## src/rtl/out_port_seg_driver.sv

```systemverilog
// -----------------------------------------------------------------------------
// out_port_seg_driver
//
// Purpose: takes a 32-bit unsigned value written to an output port, converts
// it to ten BCD digits with a sequential double-dabble (one bit per clock),
// and drives six active-low seven-segment displays. Values above 999999 are
// flagged with overflow and shown as dashes on every display. A write that
// arrives during a conversion is held in a one-entry pending buffer (last
// write wins) and converted immediately after the current one finishes.
//
// Parameters:
//   BLANK_ZEROS  1: blank leading-zero digits (HEX0 always shown)
//                0: show all six digits
//
// Ports:
//   clock     in   1   sole clock, rising edge
//   resetn    in   1   synchronous active-low reset
//   wr_en     in   1   write strobe for a new value
//   wr_data   in  32   unsigned binary value to display
//   busy      out  1   conversion in progress
//   done      out  1   one-cycle pulse when the displays update
//   overflow  out  1   last displayed value exceeded 999999
//   HEX0..5   out  7   active-low segments {g,f,e,d,c,b,a}, HEX0 = units
// -----------------------------------------------------------------------------
module out_port_seg_driver #(
  parameter int BLANK_ZEROS = 1
) (
  input  logic        clock,
  input  logic        resetn,
  input  logic        wr_en,
  input  logic [31:0] wr_data,
  output logic        busy,
  output logic        done,
  output logic        overflow,
  output logic [6:0]  HEX0,
  output logic [6:0]  HEX1,
  output logic [6:0]  HEX2,
  output logic [6:0]  HEX3,
  output logic [6:0]  HEX4,
  output logic [6:0]  HEX5
);

  typedef enum logic [1:0] {
    IDLE   = 2'd0,
    SHIFT  = 2'd1,
    UPDATE = 2'd2
  } state_t;

  localparam logic [6:0] SEG_ZERO  = 7'b1000000;
  localparam logic [6:0] SEG_BLANK = 7'b1111111;
  localparam logic [6:0] SEG_DASH  = 7'b0111111;
  // Upper digits after reset mirror what a displayed zero looks like
  localparam logic [6:0] RST_UPPER = (BLANK_ZEROS != 0) ? SEG_BLANK : SEG_ZERO;

  state_t            r_state;
  logic [31:0]       r_bin;
  logic [39:0]       r_bcd;
  logic [4:0]        r_iter;
  logic              r_pend_valid;
  logic [31:0]       r_pend_data;
  logic              r_busy;
  logic              r_done;
  logic              r_overflow;
  logic [5:0][6:0]   r_hex;

  logic [39:0]       w_bcd_adj;
  logic [5:0][6:0]   w_hex;
  logic              w_overflow;
  logic              w_seen;

  // Active-low seven-segment pattern for one BCD digit
  function automatic logic [6:0] seg_encode(input logic [3:0] digit);
    logic [6:0] seg;
    case (digit)
      4'd0:    seg = 7'b1000000;
      4'd1:    seg = 7'b1111001;
      4'd2:    seg = 7'b0100100;
      4'd3:    seg = 7'b0110000;
      4'd4:    seg = 7'b0011001;
      4'd5:    seg = 7'b0010010;
      4'd6:    seg = 7'b0000010;
      4'd7:    seg = 7'b1111000;
      4'd8:    seg = 7'b0000000;
      4'd9:    seg = 7'b0010000;
      default: seg = SEG_DASH;
    endcase
    return seg;
  endfunction

  // Double-dabble correction: every BCD digit >= 5 gets +3 before the shift
  always_comb begin
    w_bcd_adj = r_bcd;
    for (int d = 0; d < 10; d++) begin
      if (r_bcd[d*4 +: 4] >= 4'd5) begin
        w_bcd_adj[d*4 +: 4] = r_bcd[d*4 +: 4] + 4'd3;
      end else begin
        w_bcd_adj[d*4 +: 4] = r_bcd[d*4 +: 4];
      end
    end
  end

  // Segment patterns for the finished conversion: dashes on overflow,
  // otherwise blank every digit above the most significant nonzero one
  always_comb begin
    w_overflow = (r_bcd[39:24] != 16'd0);
    w_seen     = 1'b0;
    w_hex      = '0;
    for (int d = 5; d >= 0; d--) begin
      if ((r_bcd[d*4 +: 4] != 4'd0) || (d == 0)) begin
        w_seen = 1'b1;
      end else begin
        w_seen = w_seen;
      end
      if (w_overflow) begin
        w_hex[d] = SEG_DASH;
      end else if ((BLANK_ZEROS != 0) && !w_seen) begin
        w_hex[d] = SEG_BLANK;
      end else begin
        w_hex[d] = seg_encode(r_bcd[d*4 +: 4]);
      end
    end
  end

  // Conversion FSM, pending-write buffer and registered display outputs
  always_ff @(posedge clock) begin
    if (!resetn) begin
      r_state      <= IDLE;
      r_bin        <= 32'd0;
      r_bcd        <= 40'd0;
      r_iter       <= 5'd0;
      r_pend_valid <= 1'b0;
      r_pend_data  <= 32'd0;
      r_busy       <= 1'b0;
      r_done       <= 1'b0;
      r_overflow   <= 1'b0;
      r_hex[0]     <= SEG_ZERO;
      r_hex[1]     <= RST_UPPER;
      r_hex[2]     <= RST_UPPER;
      r_hex[3]     <= RST_UPPER;
      r_hex[4]     <= RST_UPPER;
      r_hex[5]     <= RST_UPPER;
    end else begin
      r_done <= 1'b0;
      case (r_state)
        IDLE: begin
          if (wr_en) begin
            r_bin   <= wr_data;
            r_bcd   <= 40'd0;
            r_iter  <= 5'd0;
            r_busy  <= 1'b1;
            r_state <= SHIFT;
          end else begin
            r_state <= IDLE;
          end
        end
        SHIFT: begin
          if (wr_en) begin
            r_pend_valid <= 1'b1;
            r_pend_data  <= wr_data;
          end else begin
            r_pend_valid <= r_pend_valid;
          end
          r_bcd  <= {w_bcd_adj[38:0], r_bin[31]};
          r_bin  <= {r_bin[30:0], 1'b0};
          r_iter <= r_iter + 5'd1;
          if (r_iter == 5'd31) begin
            r_state <= UPDATE;
          end else begin
            r_state <= SHIFT;
          end
        end
        UPDATE: begin
          r_hex      <= w_hex;
          r_overflow <= w_overflow;
          r_done     <= 1'b1;
          r_bcd      <= 40'd0;
          r_iter     <= 5'd0;
          // A write on this very edge is newer than anything pending
          if (wr_en) begin
            r_bin        <= wr_data;
            r_pend_valid <= 1'b0;
            r_state      <= SHIFT;
          end else if (r_pend_valid) begin
            r_bin        <= r_pend_data;
            r_pend_valid <= 1'b0;
            r_state      <= SHIFT;
          end else begin
            r_busy  <= 1'b0;
            r_state <= IDLE;
          end
        end
        default: begin
          r_state      <= IDLE;
          r_busy       <= 1'b0;
          r_pend_valid <= 1'b0;
        end
      endcase
    end
  end

  assign busy     = r_busy;
  assign done     = r_done;
  assign overflow = r_overflow;
  assign HEX0     = r_hex[0];
  assign HEX1     = r_hex[1];
  assign HEX2     = r_hex[2];
  assign HEX3     = r_hex[3];
  assign HEX4     = r_hex[4];
  assign HEX5     = r_hex[5];

endmodule

```

## config.mk

```make
export PLATFORM = sky130hd
export DESIGN_NAME = out_port_seg_driver
export DESIGN_NICKNAME = d
export VERILOG_FILES = /design/src/rtl/out_port_seg_driver.sv
export SDC_FILE = /design/constraint.sdc
export NUM_CORES = 1
export LEC_CHECK = 0
export BUFFER_PORTS_ARGS = -buffer_cell sky130_fd_sc_hd__buf_2
export CAP_MARGIN = 40
export CORE_ASPECT_RATIO = 0.9
export CORE_MARGIN = 4
export CORE_UTILIZATION = 40
export CTS_CLUSTER_SIZE = 10
export DETAILED_ROUTE_END_ITERATION = 8
export PLACE_DENSITY = 0.69
export SETUP_SLACK_MARGIN = 0.3
export SYNTH_ARGS = -nofsm -noshare
export SYNTH_HDL_FRONTEND = slang
export SYNTH_SLANG_ARGS = --single-unit
```

## constraint.sdc

```tcl
create_clock -name clock -period 3.7 [get_ports clock]
set_clock_uncertainty 0.1 [all_clocks]
set_input_delay 0.185 -clock clock [delete_from_list [all_inputs] [get_ports clock]]
set_output_delay 0.185 -clock clock [all_outputs]
set_load 0.02 [all_outputs]
```

### Word level (Yosys, flattened, before mapping)

Memories as Yosys holds them, arrays and structs flattened. A register that Yosys moved wholly into a read port is not among the register bits.
Cells that the tools add are included.

| word-level totals | value |
|---|---|
| register bits after elaboration | 157 |
| memory bits (read-only) | 672 |
| output and inout bits | 45 |
| logic and storage cells | 122 |
| memories kept | 6 |

| cells by class | value |
|---|---|
| $add $sub $neg | 11 |
| order comparisons | 10 |
| equal/unequal tests | 8 |
| mux-type cells | 57 |
| bitwise gates (word level) | 2 |
| reductions and logical operators | 13 |

Memory list:

| name | words | width | read ports | clocked after memory_dff | write ports | line | RTL |
|---|---|---|---|---|---|---|---|
| (no name shown) | 16 | 7 | 1 | 1 | 0 | 74 | `case (digit)` |
| (no name shown) | 16 | 7 | 1 | 1 | 0 | 74 |  |
| (no name shown) | 16 | 7 | 1 | 1 | 0 | 74 |  |
| (no name shown) | 16 | 7 | 1 | 1 | 0 | 74 |  |
| (no name shown) | 16 | 7 | 1 | 1 | 0 | 74 |  |
| (no name shown) | 16 | 7 | 1 | 1 | 0 | 74 |  |

Operator list:

| operator | count |
|---|---|
| 40-bit one-hot mux with 3 select lines | 1 |
| 32-bit 2-to-1 mux | 3 |
| 32-bit one-hot mux with 3 select lines | 1 |
| 4-bit 2-to-1 mux | 21 |
| 7-bit 2-to-1 mux | 11 |
| 4-bit by 3-bit greater-or-equal comparator with 1-bit output, second input constant | 10 |
| 40-bit 2-to-1 mux | 1 |
| 4-bit by 2-bit adder with 4-bit output, second input constant | 9 |
| 4-bit nonzero test | 5 |
| 16-bit nonzero test | 1 |
| 5-bit one-hot mux with 3 select lines | 1 |
| 1-bit 2-to-1 mux | 12 |
| 2-bit inequality test, second input constant | 4 |
| 2-bit one-hot mux with 3 select lines | 1 |
| 2-bit AND reduction | 3 |
| 5-bit by 1-bit adder with 5-bit output, second input constant | 1 |
| 5-bit equality test, second input constant | 1 |
| 5-bit 2-to-1 mux | 1 |
| 4-bit AND reduction | 1 |
| 3-bit by 2-bit adder with 3-bit output, second input constant | 1 |
| 3-bit 2-to-1 mux | 1 |
| 3-bit inequality test, second input constant | 1 |
| 1-bit one-hot mux with 3 select lines | 1 |
| 3-bit AND reduction | 1 |
| 7 further kinds | 8 |

### Depth between registers and ports, before layout

Gate-level depths: netlist of run 1.

| depth | value |
|---|---|
| depth in word-level cells | 8 |
| mapped depth | 14 |
| mapped depth without buffers | 12 |

### Worst setup path after synthesis of run 1

OpenSTA, ideal clock, no wires.

| timing | value |
|---|---|
| path kind | reg-to-reg |
| start point | reg r_state[0] |
| end point | reg with a tool-made name |
| arrival | 2.480 ns |
| setup slack | 1.039 ns |
| cell stages (with the launch flop) | 12 |
| buffers on the path | 2 |
| path through | dfxtp_1 > inv_1 > ha_1 > nor2b_2 > buf_6 > nor2_4 > buf_2 > o22ai_1 > and2_1 > ha_1 > or4_1 > a41oi_1 |

RTL lines:

| element | line | RTL |
|---|---|---|
| start, declared | 55 | `state_t r_state;` |
| start signal, assigned | 127 | `r_state <= IDLE;` |
| start signal, assigned | 151 | `r_state <= SHIFT;` |
| start signal, assigned | 153 | `r_state <= IDLE;` |

==> parameters.txt, run 1 <==
Parameter                              Value

Synthesis
  Synthesis warning total    0
  Post-synthesis instance total    1,102
  Top flip-flop cell by instance count after synthesis    sky130_fd_sc_hd__dfxtp_1
  Synthesized area divided by synthesized cell count    approximately 9 um^2
  Ranking of synthesized cells by area    sky130_fd_sc_hd__dfxtp_1, sky130_fd_sc_hd__ha_1, sky130_fd_sc_hd__nand2_1, sky130_fd_sc_hd__a21oi_1, sky130_fd_sc_hd__a222oi_1
  Synth cell count leaders    sky130_fd_sc_hd__dfxtp_1, sky130_fd_sc_hd__nand2_1, sky130_fd_sc_hd__a21oi_1
  Fraction of the yosys area taken by sequential cells    40.96%
  Area of the mapped netlist    just under 10,000 um^2
  Most frequently used cell type in the post-synthesis netlist    sky130_fd_sc_hd__dfxtp_1
  Share of flip-flops with an asynchronous set or reset    0%
  Number of enable-type register cells in the synthesized netlist    0
  Number of storage elements in the synthesis netlist    about 200
  Largest area contributor in the synthesized netlist    sky130_fd_sc_hd__dfxtp_1
  Synth cell types    74
  Post-Syn Nets    1,201
  Top-area cell type share of the netlist area    about 41%

STA
  Max Transition Viols Final    0
  Post-layout min period    a little over 3 ns
  Final critical-path share of the clock period    a little over four fifths
  Setup repair after global routing missed its margin    false
  Highest clock rate    ~0.32 GHz
  Setup-failing EPs final    0
  Final Hold Violating Endpoints    0
  Worst slew pin tran    between 0.9 and 1 ns
  Remaining max-slew budget at the tightest pin    a little under two fifths
  Summed negative setup slack over all endpoints    0 ns

GRT
  Number of global-route vias before repair    approximately 7,900
  Wire length of the first global-routing pass    38,640 um
  Number of antenna violations at the first check in global routing    1
  Pin count of the biggest net entering global routing    74
  Remaining Overflow, GRT    0
  Global-route total usage across every layer    around 17%

Finish
  Number of antenna cells inserted    0
  Area overhead of the layout relative to synthesis    15.53%
  Fraction of final layout cells sized beyond drive strength 1    14.74%
  Final Net Count    between 1,000 and 1,500
  Cell Count, Final, Fillers Out    ~1,500
  Final core utilization    ~47%

Pwr
  LEAKAGE    4.324 nW
  Pwr dens    395.0 nW/um^2
  Worst-case vdd ir drop    ~0.24 mV
  Clock group share of total power    between 40% and 50%
  Overall power after layout    between 4 and 5 mW
  Switching power as a share of total power    approximately 26%
  Internal power consumption    3.293 mW
  Net switching power of the design    approximately 1.1 mW
  Combinational power share    under 10%
  Flop pwr share    roughly half

Job
  Max-capacitance violation count    0

Floorplanning
  Core ar.    ~24,000 um^2
  Placement Rows    between 50 and 60
  Width of the die    ~170 um
  Starting Density    around two fifths
  Die height    155.9 um
  # IOs    80
  Die area    around 27,000 um^2

Clock tree
  Clock tree buffer depth    2
  Clk Latency, worst-skew pair    ~0.44 ns
  Number of buffers inserted by post-CTS setup repair    0
  Number of sinks on the clock net    slightly below 200
  Clock buffers created by TritonCTS    17
  Root Driver    sky130_fd_sc_hd__clkbuf_16
  H-Tree Depth    4
  TritonCTS clock tree    yes
  Clk pin slew, worst setup/hold paths    ~0.080 ns

Routing
  Aggregate routed wire length    23,060 um
  Post-detailed-route count of antenna-violating nets    0
  Length of the first detailed-routing pass in iterations    8
  Via/cell ratio    about 5.5
  Post-detailed-route DRC marker count    0
  Routed length per instance    approximately 15 um
  Vias    a little over 8,000
  Drt first-iter violations    about 710

Worst setup path
  Register-to-Register Setup Slack    just over 0.6 ns
  Crit path launch type    register
  Crit path kind    reg2reg
  Launching point of the worst reg2reg path    r_state[0]
  R2R cell count    9
  Nature of the critical path endpoint    register
  Arrival time reported for the critical path endpoint    3.34 ns
  Maximum fanout along the worst path    25
  Required time at the endpoint of the critical path    3.96 ns

Place
  HPWL Detailed    between 10,000 and 15,000 um
  Port-buffer cells    79
  Placed cell count    between 1,000 and 1,500
  Global placement routability congestion    about 0.86

Hold path
  Hold/Removal Path Class    in2reg
  Sink of the worst hold path    r_pend_valid
  Cell depth of the worst hold path    3
  Min-Delay Startpoint    wr_en

Status
  Status    finished, final reports clean
power groups by stage:
stage	combinational (mW)	clock (mW)	sequential (mW)
global route	0.336	2.05	2.22
detailed placement	0.275	0	2.26
CTS	0.302	1.97	2.21
floorplan	0.199	0	2.26
global placement	0.271	0	2.26
finish	0.302	1.92	2.21
metrics by stage:
| stage | setup slack [ns] | hold slack, ns | instance area, um^2 |
|---|---|---|---|
| after detailed placement | 0.6595 | 0.3378 | 10300 |
| after floorplan | 1.039 | 0.2210 | 9726 |
| after global routing | 0.4732 | 0.05859 | 11240 |
| after global placement | 0.8163 | 0.3313 | 10300 |
| final | 0.6192 | 0.04526 | 11240 |
| after CTS | 0.6406 | 0.03380 | 11240 |
kinds of logic after synthesis:
family | after synthesis | synth area share [%]
and+or+nand+nor | 344 | 16.87
buffers and inverters | 135 | 5.892
adders and majority gates | 64 | 8.234
xor gates and xnor gates | 12 | 1.081
DFF | 199 | 40.96
muxes | 11 | 1.132
AOI/OAI and AO/OA | 337 | 25.83
cell type report:
class,instances,area (um^2)
multi-input cells,768,5171
inverters,56,211.5
clock inverters,14,176.4
flip-flops and latches,199,3984
fillers,2243,12440
clock buffers,18,439.2
repair buffers,132,875.8
well taps,302,377.9
placed cells by master (no fill, tap or decap), types with 5 or more instances in the layout:
cell / n
sky130_fd_sc_hd__o31a_1: 8
sky130_fd_sc_hd__nor2b_1: 8
sky130_fd_sc_hd__nand3_1: 17
sky130_fd_sc_hd__o221a_2: 6
sky130_fd_sc_hd__o21ai_0: 34
sky130_fd_sc_hd__dlygate4sd3_1: 32
sky130_fd_sc_hd__o21a_1: 7
sky130_fd_sc_hd__mux2i_1: 11
sky130_fd_sc_hd__o22ai_1: 38
sky130_fd_sc_hd__inv_1: 52
sky130_fd_sc_hd__or2_2: 5
sky130_fd_sc_hd__ha_1: 63
sky130_fd_sc_hd__dfxtp_1: 199
sky130_fd_sc_hd__xnor2_1: 7
sky130_fd_sc_hd__clkbuf_16: 17
sky130_fd_sc_hd__a21o_1: 7
sky130_fd_sc_hd__nand4_1: 8
sky130_fd_sc_hd__o221ai_1: 6
sky130_fd_sc_hd__and2_1: 15
sky130_fd_sc_hd__a22oi_1: 11
sky130_fd_sc_hd__nand2_1: 140
sky130_fd_sc_hd__nor3b_1: 11
sky130_fd_sc_hd__buf_4: 22
sky130_fd_sc_hd__o32ai_1: 6
sky130_fd_sc_hd__nor2_1: 73
sky130_fd_sc_hd__nand2b_1: 16
sky130_fd_sc_hd__nor3_1: 24
sky130_fd_sc_hd__a211oi_1: 41
sky130_fd_sc_hd__a31oi_1: 7
sky130_fd_sc_hd__a21oi_1: 84
sky130_fd_sc_hd__xor2_1: 5
sky130_fd_sc_hd__a222oi_1: 31
sky130_fd_sc_hd__buf_2: 78
worst max-delay path by stage:
stage	from	to	cells after the start
after floorplan	r_state[0]	register	11
after global placement	r_state[0]	register	11
after detailed placement	r_state[0]	register	9
after CTS	r_state[0]	register	9
after global routing	r_state[0]	register	12
final	r_state[0]	register	9
critical path: stages, from the launching register on:
cell and delay, ns:
sky130_fd_sc_hd__dfxtp_1 0.37, sky130_fd_sc_hd__inv_1 0.08, sky130_fd_sc_hd__ha_1 0.24, sky130_fd_sc_hd__nor2b_2 0.19
sky130_fd_sc_hd__nor2_4 0.59, sky130_fd_sc_hd__o22ai_1 0.21, sky130_fd_sc_hd__and2_1 0.23, sky130_fd_sc_hd__ha_1 0.23
sky130_fd_sc_hd__or4_1 0.54, sky130_fd_sc_hd__a41oi_1 0.21
metal layers:
metal	global-route usage [%]	routed length [um]	share of wire, %	vias up
met4	3.331	228	0.99	2
met5	0	20	0.087	-
met3	3.851	1197	5.2	26
met2	28.71	10780	47	187
met1	23.06	10830	47	3901
li1	-	-	-	4139
timing repair:
action	in CTS	in global routing
resized for setup	0	0
endpoints found under the hold margin	32	0
hold buffers	32	0
Note: power is estimated with default switching activity, not from simulation.
==> inputs of run 2 (changes only) <==
- ABC_AREA: not set -> 1
- PLACE_DENSITY: 0.69 -> 0.71
- clock period: 3.7 -> 2.6 ns (I/O delays scaled with it)
==> run 2 against run 1 <==
Synthesized cell count is 18% higher; hold slack better by 0.061 ns; maximum frequency is 33% higher; total power is 43% higher; routed wire length is 6.2% higher; final area is 6.2% higher; area after synthesis is 0.44% lower; clock power is 39% higher.
==> parameters.txt, run 2 <==
Parameter                              Value

Status
  Status    finished, final reports clean (unchanged)

Finish
  Commonest non-fill, non-tap cell in the layout    sky130_fd_sc_hd__nand2_1 (was sky130_fd_sc_hd__dfxtp_1)
  Number of antenna cells inserted    0 (unchanged)
  Final Cell Area    11,930 um^2 (was 11,240 um^2)
  Area overhead of the layout relative to synthesis    23.18% (was 15.53%)
  Fraction of final layout cells sized beyond drive strength 1    19.75% (was 14.74%)
  Area of the multi-input gates    5117 um^2 (was 5171 um^2)
  Sequential Area    3996 um^2 (was 3984 um^2)
  Final-layout fill cell count    2,226 (was 2,243)
  Final Net Count    1,524 (was 1,273)
  Commonest non-fill, non-tap cells in the layout    sky130_fd_sc_hd__nand2_1, sky130_fd_sc_hd__dfxtp_1, sky130_fd_sc_hd__o21ai_0 (was sky130_fd_sc_hd__dfxtp_1, sky130_fd_sc_hd__nand2_1, sky130_fd_sc_hd__a21oi_1)

Clock tree
  TritonCTS clock tree    yes (unchanged)
  H-Tree Depth    4 (unchanged)
  Clk pin slew, worst setup/hold paths    0.08 ns (about the same)
  Root Driver    sky130_fd_sc_hd__clkbuf_16 (unchanged)
  Number of sinks on the clock net    199 (unchanged)
  Clock buffers created by TritonCTS    17 (unchanged)
  Clock tree buffer depth    2 (unchanged)
  Clk Latency, worst-skew pair    0.44 ns (about the same)

Synthesis
  Area of the mapped netlist    9683 um^2 (was 9726 um^2)
  Largest area contributor in the synthesized netlist    sky130_fd_sc_hd__dfxtp_1 (unchanged)
  Share of flip-flops with an asynchronous set or reset    0% (unchanged)
  Post-Syn Nets    1,394 (was 1,201)
  Synth cell types    40 (was 74)
  Most frequently used cell type in the post-synthesis netlist    sky130_fd_sc_hd__nand2_1 (was sky130_fd_sc_hd__dfxtp_1)
  Fraction of the yosys area taken by sequential cells    41.14% (was 40.96%)
  Number of storage elements in the synthesis netlist    199 (unchanged)
  Top-area cell type share of the netlist area    41.14% (was 40.96%)
  Number of enable-type register cells in the synthesized netlist    0 (unchanged)
  Synthesized area divided by synthesized cell count    7.477 um^2 (was 8.825 um^2)
  Post-synthesis instance total    1,295 (was 1,102)
  Top flip-flop cell by instance count after synthesis    sky130_fd_sc_hd__dfxtp_1 (unchanged)
  Ranking of synthesized cells by area    sky130_fd_sc_hd__dfxtp_1, sky130_fd_sc_hd__nand2_1, sky130_fd_sc_hd__ha_1, sky130_fd_sc_hd__o21ai_0, sky130_fd_sc_hd__a21oi_1 (was sky130_fd_sc_hd__dfxtp_1, sky130_fd_sc_hd__ha_1, sky130_fd_sc_hd__nand2_1, sky130_fd_sc_hd__a21oi_1, sky130_fd_sc_hd__a222oi_1)
  Synth cell count leaders    sky130_fd_sc_hd__nand2_1, sky130_fd_sc_hd__dfxtp_1, sky130_fd_sc_hd__o21ai_0 (was sky130_fd_sc_hd__dfxtp_1, sky130_fd_sc_hd__nand2_1, sky130_fd_sc_hd__a21oi_1)
  Synthesis warning total    0 (unchanged)

Pwr
  Clock group share of total power    42.1% (was 43.3%)
  Flop pwr share    50.1% (was 49.9%)
  Net switching power of the design    1.707 mW (was 1.146 mW)
  Worst-case vdd ir drop    0.4250 mV (was 0.2381 mV)
  Pwr dens    531.0 nW/um^2 (was 395.0 nW/um^2)
  Combinational power share    7.8% (was 6.8%)
  Switching power as a share of total power    26.95% (was 25.82%)
  LEAKAGE    5.367 nW (was 4.324 nW)
  Internal power consumption    4.627 mW (was 3.293 mW)

GRT
  Number of global-route vias before repair    8,296 (was 7,912)
  Global-route total usage across every layer    17.43% (was 17.21%)
  Wire length of the first global-routing pass    39,230 um (was 38,640 um)
  Number of antenna violations at the first check in global routing    0 (was 1)
  Pin count of the biggest net entering global routing    65 (was 74)
  Remaining Overflow, GRT    0 (unchanged)

Worst setup path
  Required time at the endpoint of the critical path    2.83 ns (was 3.96 ns)
  Maximum fanout along the worst path    5 (was 25)
  Crit path launch type    register (unchanged)
  Crit path kind    reg2reg (unchanged)
  Arrival time reported for the critical path endpoint    2.55 ns (was 3.34 ns)
  Nature of the critical path endpoint    register (unchanged)

STA
  Worst slew pin tran    0.5807 ns (was 0.9261 ns)
  Max Transition Viols Final    0 (unchanged)
  Final critical-path share of the clock period    89.03% (was 83.27%)
  Remaining max-slew budget at the tightest pin    61.29% (was 38.26%)
  Final Hold Violating Endpoints    0 (unchanged)
  Post-layout min period    2.315 ns (was 3.081 ns)
  Setup repair after global routing missed its margin    true (was false)
  Post-route worst setup slack    0.2852 ns (was 0.6192 ns)
  Summed negative setup slack over all endpoints    0 ns (unchanged)
  Highest clock rate    0.4320 GHz (was 0.3246 GHz)
  Setup-failing EPs final    0 (unchanged)

Routing
  Via/cell ratio    5.117 (was 5.544)
  Post-detailed-route count of antenna-violating nets    0 (unchanged)
  Vias    8,903 (was 8,255)
  Length of the first detailed-routing pass in iterations    5 (was 8)
  Post-detailed-route DRC marker count    0 (unchanged)
  Aggregate routed wire length    24,490 um (was 23,060 um)
  Routed length per instance    14.07 um (was 15.49 um)
  Drt first-iter violations    637 (was 713)

Floorplanning
  Width of the die    172.0 um (was 172.4 um)
  Core ar.    23,610 um^2 (was 23,670 um^2)
  Starting Density    41.02% (was 41.08%)
  Die height    155.6 um (was 155.9 um)
  Placement Rows    53 (unchanged)
  Die area    26,760 um^2 (was 26,880 um^2)
  # IOs    80 (unchanged)

Place
  Global placement routability congestion    0.8667 (was 0.8577)
  Port-buffer cells    79 (unchanged)
  Post-placement cell area    10,390 um^2 (was 10,300 um^2)
  HPWL Detailed    14,880 um (was 14,630 um)
  Pre-CTS worst setup slack    0.2052 ns (was 0.6595 ns)

Hold path
  Hold/Removal Path Class    in2reg (unchanged)

Job
  Max-capacitance violation count    0 (unchanged)
## run 2: timing repair
action                                 in CTS  in global routing
buffers inserted                            5                 29
resized for setup                          10                 59
hold buffers                               33                  0
endpoints found under the hold margin      59                  0
setup endpoints to repair                  16                 43
gates cloned                                1                  2
pin swaps                                   3                 18
## run 2: path summary, 6_finish.rpt
kind                            cells after the start       end        from  slack, ns
worst max register to register                     14  register  r_state[0]       0.29
worst min-delay path                                3  r_bcd[1]      resetn       0.11
worst max-delay path                               14  register  r_state[0]       0.29
worst min register to register                      2   HEX5[1]    register       0.35
## run 2: stage by stage
stage | cells | utilization (%) | hold slack (ns) | power [mW]
global placement | 1638 | 44.02 | 0.2752 | 3.633
detailed placement | 1638 | 44.02 | 0.2827 | 3.641
CTS | 1709 | 48.36 | 0.08937 | 6.348
global route | 1740 | 50.52 | 0.1145 | 6.575
floorplan | 1295 | - | 0.1711 | 3.514
finish | 1740 | 50.52 | 0.1064 | 6.334
## run 2: power by group through the flow
stage	Sequential (mW)	Clock, mW	Combinational (mW)
after floorplan	3.23	0	0.283
after global placement	3.24	0	0.396
after detailed placement	3.24	0	0.402
after CTS	3.17	2.72	0.455
after global routing	3.18	2.85	0.548
final	3.17	2.67	0.493
## run 2: kinds of logic (layout without fill, tap and decap cells)
group | Yosys count | after routing | synth area share (%)
and+or+nand+nor | 513 | 513 | 22.54
adders and majority gates | 64 | 64 | 8.270
AOI/OAI and AO/OA | 312 | 312 | 19.25
buffers and inverters | 203 | 346 | 8.438
DFF | 199 | 199 | 41.14
xor gates and xnor gates | 4 | 4 | 0.3618
## run 2: layer usage
metal | vias to the layer above | part of all wire [%] | track usage, % | wire [um]
met4 | 0 | 1.4 | 5.352 | 352
met3 | 36 | 5.4 | 3.370 | 1312
met2 | 212 | 48 | 28.97 | 11640
met5 | - | 0 | 0 | 0
li1 | 4552 | - | - | -
met1 | 4103 | 46 | 23.01 | 11190
## run 2: cell type report
class	instances	area share [%]
clock buffer	17	3.567
clock inverter	15	1.469
inverter	141	4.542
multi-input combinational	893	42.90
sequential	199	33.50
tap	302	3.168
timing repair buffer	173	10.85
## run 2: critical path: stages (launching register included)
cell and delay, ns:
sky130_fd_sc_hd__dfxtp_4 0.38, sky130_fd_sc_hd__ha_4 0.17, sky130_fd_sc_hd__inv_2 0.07, sky130_fd_sc_hd__nand2_4 0.05, sky130_fd_sc_hd__a21oi_4 0.27, sky130_fd_sc_hd__clkbuf_16 0.22
sky130_fd_sc_hd__nand2_1 0.06, sky130_fd_sc_hd__o22ai_2 0.16, sky130_fd_sc_hd__nand2_2 0.14, sky130_fd_sc_hd__buf_6 0.16, sky130_fd_sc_hd__ha_1 0.19, sky130_fd_sc_hd__nand3_1 0.08
sky130_fd_sc_hd__nand2_1 0.06, sky130_fd_sc_hd__nand2_1 0.05, sky130_fd_sc_hd__nand2_1 0.04
==> inputs of run 3 (changes only) <==
- REMOVE_ABC_BUFFERS: not set -> 1
==> run 3 against run 2 <==
Worst setup slack better by 0.093 ns; total power shrank 2.1%; register-to-register slack improved by 0.09 ns; die area unchanged.
==> parameters.txt, run 3 (synthesis gave the netlist of run 2 again) <==
Parameter                              Value

Routing
  Vias    8,858 (was 8,903)
  Via/cell ratio    5.120 (was 5.117)
  Post-detailed-route count of antenna-violating nets    0 (unchanged)
  Length of the first detailed-routing pass in iterations    6 (was 5)
  Post-detailed-route DRC marker count    0 (unchanged)
  Drt first-iter violations    574 (was 637)
  Routed length per instance    13.83 um (was 14.07 um)
  Aggregate routed wire length    23,930 um (was 24,490 um)

Finish
  Final-layout fill cell count    2,212 (was 2,226)
  Final Net Count    1,514 (was 1,524)
  Fraction of final layout cells sized beyond drive strength 1    18.42% (was 19.75%)
  Area overhead of the layout relative to synthesis    21.51% (was 23.18%)
  Commonest non-fill, non-tap cells in the layout    sky130_fd_sc_hd__nand2_1, sky130_fd_sc_hd__dfxtp_1, sky130_fd_sc_hd__o21ai_0 (unchanged)
  Final Cell Area    11,770 um^2 (was 11,930 um^2)
  Commonest non-fill, non-tap cell in the layout    sky130_fd_sc_hd__nand2_1 (unchanged)
  Cell Count, Final, Fillers Out    1,730 (was 1,740)
  Number of antenna cells inserted    0 (unchanged)

Worst setup path
  Crit path kind    reg2reg (unchanged)
  Crit path launch type    register (unchanged)
  Register-to-Register Setup Slack    0.38 ns (was 0.29 ns)
  Launching point of the worst reg2reg path    r_state[0] (unchanged)
  R2R cell count    14 (unchanged)
  Nature of the critical path endpoint    register (unchanged)
  Maximum fanout along the worst path    5 (unchanged)
  Required time at the endpoint of the critical path    2.82 ns (was 2.83 ns)
  Arrival time reported for the critical path endpoint    2.45 ns (was 2.55 ns)

STA
  Post-route worst setup slack    0.3781 ns (was 0.2852 ns)
  Max Transition Viols Final    0 (unchanged)
  Summed negative setup slack over all endpoints    0 ns (unchanged)
  Remaining max-slew budget at the tightest pin    60.13% (was 61.29%)
  Post-layout min period    2.222 ns (was 2.315 ns)
  Highest clock rate    0.4501 GHz (was 0.4320 GHz)
  Final critical-path share of the clock period    85.46% (was 89.03%)
  Setup-failing EPs final    0 (unchanged)
  Worst slew pin tran    0.5980 ns (was 0.5807 ns)
  Setup repair after global routing missed its margin    true (unchanged)
  Final Hold Violating Endpoints    0 (unchanged)

Floorplanning
  Core ar.    23,610 um^2 (unchanged)
  Die area    26,760 um^2 (unchanged)
  # IOs    80 (unchanged)
  Width of the die    172.0 um (unchanged)
  Die height    155.6 um (unchanged)
  Placement Rows    53 (unchanged)
  Starting Density    41.02% (unchanged)

Pwr
  Flop pwr share    51.2% (was 50.1%)
  Pwr dens    527.0 nW/um^2 (was 531.0 nW/um^2)
  Worst-case vdd ir drop    0.3494 mV (was 0.4250 mV)
  Clock group share of total power    40.7% (was 42.1%)
  Internal power consumption    4.661 mW (was 4.627 mW)
  LEAKAGE    5.304 nW (was 5.367 nW)
  Switching power as a share of total power    24.83% (was 26.95%)
  Net switching power of the design    1.540 mW (was 1.707 mW)
  Combinational power share    8.1% (was 7.8%)

Status
  Status    finished, final reports clean (unchanged)

Place
  Pre-CTS worst setup slack    0.1994 ns (was 0.2052 ns)
  HPWL Detailed    15,370 um (was 14,880 um)
  Port-buffer cells    79 (unchanged)
  Global placement routability congestion    0.7993 (was 0.8667)
  Post-placement cell area    10,400 um^2 (was 10,390 um^2)
  Placed cell count    1,638 (unchanged)

Clock tree
  TritonCTS clock tree    yes (unchanged)
  Clock buffers created by TritonCTS    17 (unchanged)
  H-Tree Depth    4 (unchanged)
  Clk Latency, worst-skew pair    0.44 ns (about the same)
  Clock tree buffer depth    2 (unchanged)
  Clk pin slew, worst setup/hold paths    0.07 ns (was 0.08 ns)
  Root Driver    sky130_fd_sc_hd__clkbuf_16 (unchanged)
  Number of sinks on the clock net    199 (unchanged)

Hold path
  Hold/Removal Path Class    reg2reg (was in2reg)
  Cell depth of the worst hold path    2 (was 3)
  Sink of the worst hold path    HEX0[6] (was r_bcd[1])

GRT
  Number of antenna violations at the first check in global routing    0 (unchanged)
  Wire length of the first global-routing pass    38,850 um (was 39,230 um)
  Global-route total usage across every layer    17.27% (was 17.43%)
  Pin count of the biggest net entering global routing    65 (unchanged)
  Remaining Overflow, GRT    0 (unchanged)
  Number of global-route vias before repair    8,228 (was 8,296)

Job
  Max-capacitance violation count    0 (unchanged)
run 3: cell types whose count changed in the layout (fill, tap and decap cells not counted), moves of 5 or more:
| cell | previous run | this run |
|---|---|---|
| sky130_fd_sc_hd__clkinv_8 | 5 | 0 |
| sky130_fd_sc_hd__dlygate4sd3_1 | 33 | 40 |
| sky130_fd_sc_hd__buf_4 | 52 | 34 |
| sky130_fd_sc_hd__a21oi_2 | 11 | 5 |
| sky130_fd_sc_hd__a21oi_1 | 91 | 96 |
run 3: worst max-delay path, cell delays in order (launching register included):
cell and delay, ns:
sky130_fd_sc_hd__dfxtp_4 0.38, sky130_fd_sc_hd__buf_6 0.10, sky130_fd_sc_hd__ha_4 0.13, sky130_fd_sc_hd__nand2_2 0.07, sky130_fd_sc_hd__a21oi_4 0.23, sky130_fd_sc_hd__clkbuf_16 0.20, sky130_fd_sc_hd__nand2_1 0.06, sky130_fd_sc_hd__o22ai_2 0.17
sky130_fd_sc_hd__nand2_2 0.12, sky130_fd_sc_hd__inv_2 0.12, sky130_fd_sc_hd__ha_4 0.21, sky130_fd_sc_hd__nand3_1 0.08, sky130_fd_sc_hd__nand2_1 0.05, sky130_fd_sc_hd__nand2_1 0.05, sky130_fd_sc_hd__nand2_1 0.04
run 3: power groups by stage:
stage,logic [mW],registers [mW],clock network [mW]
after floorplan,0.227,3.23,0
after global placement,0.397,3.24,0
after detailed placement,0.404,3.24,0
after CTS,0.458,3.17,2.57
after global routing,0.554,3.18,2.69
final,0.500,3.17,2.53
run 3: what timing repair did:
action                                  4_1_cts  5_1_grt
pin swaps                                     2        8
hold endpoints to repair                     59        0
buffers inserted                              2       15
hold buffers                                 40        0
endpoints found under the setup margin       29       82
gates cloned                                  0        3
resized for setup                             5       59
run 3: worst max-delay path by stage:
stage                           from        end  slack, ns  cells after the start
after global placement    r_state[0]   register       0.27                     13
after CTS                 r_state[0]   register       0.27                     13
after detailed placement  r_state[0]   register       0.20                     13
final                     r_state[0]   register       0.38                     14
after floorplan           r_state[0]  r_bin[12]      -0.69                      6
after global routing      r_state[1]   register       0.25                     13
run 3: per-layer routing:
layer	vias up	track usage, %	wire [um]
met5	-	0	0
met4	0	4.454	330
met3	28	3.268	1139
met2	199	27.98	11170
met1	4112	23.80	11290
li1	4519	-	-
run 3: area by class of cell:
| cell class | instances | area, um^2 | area share (%) |
|---|---|---|---|
| clock buffer | 22 | 474.2 | 4.030 |
| timing repair buffer | 163 | 1236 | 10.51 |
| inverter | 141 | 536.8 | 4.562 |
| clock inverter | 10 | 86.33 | 0.7337 |
| sequential | 199 | 3999 | 33.99 |
| multi-input combinational | 893 | 5056 | 42.97 |
| tap | 302 | 377.9 | 3.211 |
run 3: per-stage QoR:
stage	hold slack [ns]	power (mW)	utilization, %
after floorplan	0.09902	3.458	-
after global placement	0.2784	3.635	43.98
after detailed placement	0.2858	3.644	44.03
after CTS	0.3267	6.199	48.21
after global routing	0.3497	6.425	49.84
final	0.3204	6.201	49.84
